[src/rtl/watch_time_counter.sv]
// watch_time_counter
// Turns rising edges of the slow divided tick into one-second advances of a
// 24-hour BCD time of day (HH:MM:SS), with a load handshake for setting time.
//
// Ports:
//   clk_27Mhz                         system clock, all logic on its rising edge
//   rst                               synchronous active-high reset
//   tick_in                           divided slow tick, treated as async data
//   set_valid                         load request for set_hours/minutes/seconds
//   set_hours/set_minutes/set_seconds BCD values to load
//   set_ack / set_err                 one-cycle load accepted / rejected pulses
//   hours_bcd/minutes_bcd/seconds_bcd current time, BCD
//   sec_pulse/min_pulse/hour_pulse/day_pulse  one-cycle carry pulses
module watch_time_counter #(
  parameter int unsigned SYNC_STAGES = 2,
  parameter int unsigned HOUR_MAX    = 23
) (
  input  logic       clk_27Mhz,
  input  logic       rst,
  input  logic       tick_in,
  input  logic       set_valid,
  input  logic [7:0] set_hours,
  input  logic [7:0] set_minutes,
  input  logic [7:0] set_seconds,
  output logic       set_ack,
  output logic       set_err,
  output logic [7:0] hours_bcd,
  output logic [7:0] minutes_bcd,
  output logic [7:0] seconds_bcd,
  output logic       sec_pulse,
  output logic       min_pulse,
  output logic       hour_pulse,
  output logic       day_pulse
);

  localparam logic [7:0] HourMaxBcd = {4'(HOUR_MAX / 10), 4'(HOUR_MAX % 10)};

  // BCD increment of a two-digit value; callers handle the wrap point.
  function automatic logic [7:0] bcd_inc(input logic [7:0] v);
    if (v[3:0] == 4'd9) return {v[7:4] + 4'd1, 4'd0};
    else                return {v[7:4], v[3:0] + 4'd1};
  endfunction

  // Two BCD digits no greater than 59.
  function automatic logic bcd_59_ok(input logic [7:0] v);
    return (v[3:0] <= 4'd9) && (v[7:4] <= 4'd5);
  endfunction

  logic [SYNC_STAGES-1:0] r_sync;
  logic [SYNC_STAGES-1:0] r_fill;
  logic                   r_prev;
  logic                   r_armed;
  logic [7:0]             r_hours, r_minutes, r_seconds;
  logic                   r_sec_p, r_min_p, r_hour_p, r_day_p;
  logic                   r_ack, r_err;

  logic                   w_synced, w_strobe, w_set_ok;
  logic [7:0]             w_hours, w_minutes, w_seconds;
  logic                   w_sec_p, w_min_p, w_hour_p, w_day_p;

  assign w_synced = r_sync[SYNC_STAGES-1];
  // r_armed blocks the spurious edge seen when tick_in is already high at
  // reset release: advancing needs a genuine low sample first.
  assign w_strobe = w_synced & ~r_prev & r_armed;

  assign w_set_ok = bcd_59_ok(set_seconds) && bcd_59_ok(set_minutes) &&
                    (set_hours[3:0] <= 4'd9) && (set_hours[7:4] <= 4'd9) &&
                    (set_hours <= HourMaxBcd);

  always_comb begin
    w_hours   = r_hours;
    w_minutes = r_minutes;
    w_seconds = r_seconds;
    w_sec_p   = 1'b0;
    w_min_p   = 1'b0;
    w_hour_p  = 1'b0;
    w_day_p   = 1'b0;
    if (set_valid && w_set_ok) begin
      // A valid load wins over a coincident advance, which is dropped.
      w_hours   = set_hours;
      w_minutes = set_minutes;
      w_seconds = set_seconds;
    end else if (w_strobe) begin
      w_sec_p = 1'b1;
      if (r_seconds == 8'h59) begin
        w_seconds = 8'h00;
        w_min_p   = 1'b1;
        if (r_minutes == 8'h59) begin
          w_minutes = 8'h00;
          w_hour_p  = 1'b1;
          if (r_hours == HourMaxBcd) begin
            w_hours = 8'h00;
            w_day_p = 1'b1;
          end else begin
            w_hours = bcd_inc(r_hours);
          end
        end else begin
          w_minutes = bcd_inc(r_minutes);
        end
      end else begin
        w_seconds = bcd_inc(r_seconds);
      end
    end
  end

  always_ff @(posedge clk_27Mhz) begin
    if (rst) begin
      r_sync    <= '0;
      r_fill    <= '0;
      r_prev    <= 1'b0;
      r_armed   <= 1'b0;
      r_hours   <= 8'h00;
      r_minutes <= 8'h00;
      r_seconds <= 8'h00;
      r_sec_p   <= 1'b0;
      r_min_p   <= 1'b0;
      r_hour_p  <= 1'b0;
      r_day_p   <= 1'b0;
      r_ack     <= 1'b0;
      r_err     <= 1'b0;
    end else begin
      r_sync    <= {r_sync[SYNC_STAGES-2:0], tick_in};
      // r_fill marks when the synchroniser output is a real post-reset sample.
      r_fill    <= {r_fill[SYNC_STAGES-2:0], 1'b1};
      r_prev    <= w_synced;
      if (r_fill[SYNC_STAGES-1] && !w_synced) r_armed <= 1'b1;
      r_hours   <= w_hours;
      r_minutes <= w_minutes;
      r_seconds <= w_seconds;
      r_sec_p   <= w_sec_p;
      r_min_p   <= w_min_p;
      r_hour_p  <= w_hour_p;
      r_day_p   <= w_day_p;
      r_ack     <= set_valid & w_set_ok;
      r_err     <= set_valid & ~w_set_ok;
    end
  end

  assign hours_bcd   = r_hours;
  assign minutes_bcd = r_minutes;
  assign seconds_bcd = r_seconds;
  assign sec_pulse   = r_sec_p;
  assign min_pulse   = r_min_p;
  assign hour_pulse  = r_hour_p;
  assign day_pulse   = r_day_p;
  assign set_ack     = r_ack;
  assign set_err     = r_err;

endmodule
[config.mk]
export PLATFORM = sky130hd
export DESIGN_NAME = watch_time_counter
export DESIGN_NICKNAME = d
export VERILOG_FILES = /design/src/rtl/watch_time_counter.sv
export SDC_FILE = /design/constraint.sdc
export NUM_CORES = 1
export LEC_CHECK = 0
export ABC_AREA = 0
export CAP_MARGIN = 10
export CORE_MARGIN = 2
export CORE_UTILIZATION = 49
export DETAILED_ROUTE_END_ITERATION = 8
export GPL_ROUTABILITY_DRIVEN = 0
export PLACE_DENSITY = 0.83
export SLEW_MARGIN = 20
export SYNTH_ARGS = -nofsm -noshare
export SYNTH_HDL_FRONTEND = slang
export SYNTH_SLANG_ARGS = --single-unit
[constraint.sdc]
create_clock -name clk_27Mhz -period 5.2 [get_ports clk_27Mhz]
set_clock_uncertainty 0.1 [all_clocks]
set_input_delay 1.04 -clock clk_27Mhz [delete_from_list [all_inputs] [get_ports clk_27Mhz]]
set_output_delay 1.04 -clock clk_27Mhz [all_outputs]
set_load 0.05 [all_outputs]
==> summary.md <==
| Metric | Value |
|---|---|
| Result of the run | completed |
| Worst Max-Slew Pin Slew | 0.8881 ns |
| #FFs+latches synth | 36 |
| Largest net degree at the start of global routing | 41 |
| Final nets | 297 |
| Share of the synthesized area in compound gates (AO/OA/AOI/OAI) | 19.72% |
| Max-cap check violation count | 0 |
| Number of nets still failing antenna checks after routing | 0 |
| Std cell rows | 22 |
| Overall die area | 4178 um2 |
| Post-synthesis net count | 243 |
| Worst-case hold slack | 0.3387 ns |
| Cell count after synthesis | 209 |
| Longest Clk Path Bufs | 2 |
| Width of the die | 64.64 um |
| Via count normalized by instance count | 5.574 |
| # placed instances | 304 |
| Simple logic cell fraction of the synthesized area | 27.08% |
| Via count of the first global-routing pass | 1,540 |
| Power share of the sequential group | 47.3% |
| HPWL reported at the end of detailed placement | 3134 um |
| First-pass GRT wire length | 7065 um |
| Achievable frequency | 0.3167 GHz |
| Total DRC errors in the routed layout | 0 |
| Clk slew on worst S/H paths | 0.07 ns |
| Mapped cell area | 1802 um2 |
| Initial antenna violation count | 0 |
| Share of the synthesized netlist area taken by xor and xnor gates | 3.403% |
| Total number of clock tree sinks | 36 |
| Share of cells above drive strength 1 | 4.924% |
| Post-synth top flop | dfxtp_1 |
| Area share of the largest cell type after synthesis | 40.00% |
| Mean area per synthesized cell | 8.621 um2 |
| Crit path cell chain | clkdlybuf4s50_1 > inv_1 > o21ai_1 > or3_1 > o22ai_1 |
| Aggregate routed wire length | 4399 um |
| Main combinational cell family by area after synthesis | simple AND/OR/NAND/NOR gates |
| Clock network fraction of total power | 45.5% |
| Final Slew Violations | 0 |
| Synthesis warning total | 0 |
| Sum of internal, switching and leakage power | 0.5949 mW |
| Fill cells | 288 |
| Internal Dissipation | 0.4721 mW |
| CTS Root Buffer Type | clkbuf_8 |
| Htree depth | 2 |
| GRT Util Overall | 21.80% |
| Most used standard cells in the synthesized netlist | 36 x dfxtp_1, 23 x nor2_1, 17 x o21ai_0 |
| IR drop worst, VDD | 191.0 uV |
| Post-route setup TNS | 0 ns |
| Type of destination of the critical path | flip-flop |
| Sequential share of the synthesized area | 40.00% |
| Area used by multi-input combinational logic | 989.7 um2 |
| Relative slew margins | 40.61% |
| Slowest cell delay on critical path | 1.05 ns |
| Finished Layout Cells | 312 |
| Pleak | 0.8994 nW |
| Wire length per cell | 14.10 um |
| Diode count | 0 |
| Input/output buffers | 57 |
| Power density of the placed cells | 237.8 nW/um2 |
| Sequential cell area | 720.7 um2 |
| Net Sw Power | 0.1227 mW |
| Die height | 64.64 um |
| Post-CTS resize count | 0 |
| Count of flip-flops with a built-in enable after synthesis | 0 |
| Mux cell area share after synthesis | 0.5556% |
| Adder and majority gate portion of the synthesized area | 4.167% |
| Hold WC Path Type | reg2reg |
| Top cell type by total area after synthesis | dfxtp_1 |
| Cell types occupying the most area after synthesis | dfxtp_1 40%, a211oi_1 5.0%, nor2_1 4.8% |
| Leftover overflow at the end of global routing | 0 |
| Combinational group share of total power | 7.2% |
| Slowest CP cell | clkdlybuf4s50_1 |
| Inserted Clock Buffers | 5 |
| Core region area | 3606 um2 |
| Period utilisation layout | 60.73% |
| Launching element type of the critical path | primary input |
| Fin. Hold Viols | 0 |
| Crit-path max FO | 23 |
| Required time of the critical path | 5.25 ns |
| Clock latency reported for the late side of the worst-skew pair | 0.29 ns |
| 1st-iter DRT viols | 120 |
| Boundary Pins | 58 |
| Time the worst path needs with I/O delays and setup | 3.158 ns |
| Initial core utilization | 49.97% |
| Arrival time reported for the critical path endpoint | 3.20 ns |
| Hold buffer count at CTS | 0 |
| Setup violations, final | 0 |
| Worst setup path category | in2reg |
| Cell with the most instances after synthesis | dfxtp_1 |
| Vias | 1,739 |
| Number of buffers inserted by post-CTS setup repair | 0 |
| Switching share of power | 20.63% |
| Asr flop ratio synth | 0% |
| Count of different cell masters after synthesis | 47 |
| Relative area change from synthesis to final layout | 38.82% |
| Clock tree from TritonCTS | done |
| Length of the first detailed-routing pass in iterations | 4 |
| Setup repair after global routing missed its margin | false |
[final cells by class]
type	count	share of cell area, %
repair buffers	57	22.81
multi-input cells	154	39.57
clock buffers	7	3.852
flip-flops and latches	36	28.81
inverters	9	1.351
well taps	48	2.401
clock inverters	1	1.201
[power by group through the flow]
stage / Clock, mW / Sequential (mW) / Combinational (mW)
after CTS: 0.273 / 0.281 / 0.0429
after detailed placement: 0 / 0.288 / 0.0428
after floorplan: 0 / 0.291 / 0.0105
after global routing: 0.287 / 0.281 / 0.0461
final: 0.271 / 0.281 / 0.0430
after global placement: 0 / 0.287 / 0.0427
[cell usage in the layout (no fill, tap or decap), types with 2 or more instances in the layout]
cell type and count:
a211oi_1 12, a21oi_1 12, a31oi_1 6, and3_1 3, clkbuf_8 7, clkdlybuf4s50_1 57, dfxtp_1 36, ha_1 6
inv_1 9, nand2_1 6, nand3_1 7, nand3b_1 2, nand4_1 2, nand4b_1 3, nor2_1 23, nor2b_1 9
nor3_1 9, nor3b_1 2, o21ai_0 17, o22ai_1 2, or4_1 5, xnor2_1 2, xor2_1 5
[critical path, delay by kind of cell]
kind	cells	cell delay [ns]
buffers and inverters	2	1.35
AND/OR/NAND/NOR	1	0.23
AO/OA/AOI/OAI	2	0.58
[kinds of logic after synthesis]
logic type	Yosys count
AO/OA/AOI/OAI	57
buffers and inverters	19
AND/OR/NAND/NOR	83
adder cells (fa/ha/maj)	6
flip-flops	36
XOR/XNOR	7
multiplexers	1
[layer usage]
metal / track usage (%) / up-vias / wire, um
li1: - / 873 / -
met3: 5.208 / 6 / 298
met1: 29.38 / 800 / 2007
met2: 34.11 / 60 / 2044
met5: 0 / - / 0
met4: 7.713 / 0 / 48
[worst paths after layout]
| kind | start | end | slack (ns) | depth (start not counted) |
|---|---|---|---|---|
| max reg2reg | hours_bcd[5] | hours_bcd[4] | 2.95 | 6 |
| max | rst | hours_bcd[2] | 2.04 | 5 |
| min reg2reg | r_sync[0] | r_sync[1] | 0.34 | 1 |
| min | r_sync[0] | r_sync[1] | 0.34 | 1 |
[state kept, by name (all words and copies together) (netlist names)]
| name | cells |
|---|---|
| r_armed | 1 |
| set_err | 1 |
| seconds_bcd | 8 |
| minutes_bcd | 8 |
| day_pulse | 1 |
| set_ack | 1 |
| hours_bcd | 8 |
| r_fill | 2 |
| r_prev | 1 |
| r_sync | 2 |
| sec_pulse | 1 |
| min_pulse | 1 |
| hour_pulse | 1 |
[stage by stage]
step / setup slack (ns) / instance area, um2 / utilization (%)
floorplan: 2.695 / 1802 / -
global placement: 1.730 / 2375 / 65.86
detailed placement: 1.611 / 2375 / 65.86
CTS: 1.934 / 2501 / 69.36
global route: 1.906 / 2501 / 69.36
finish: 2.042 / 2501 / 69.36
No activity file was read; power rests on OpenSTA's default activity.
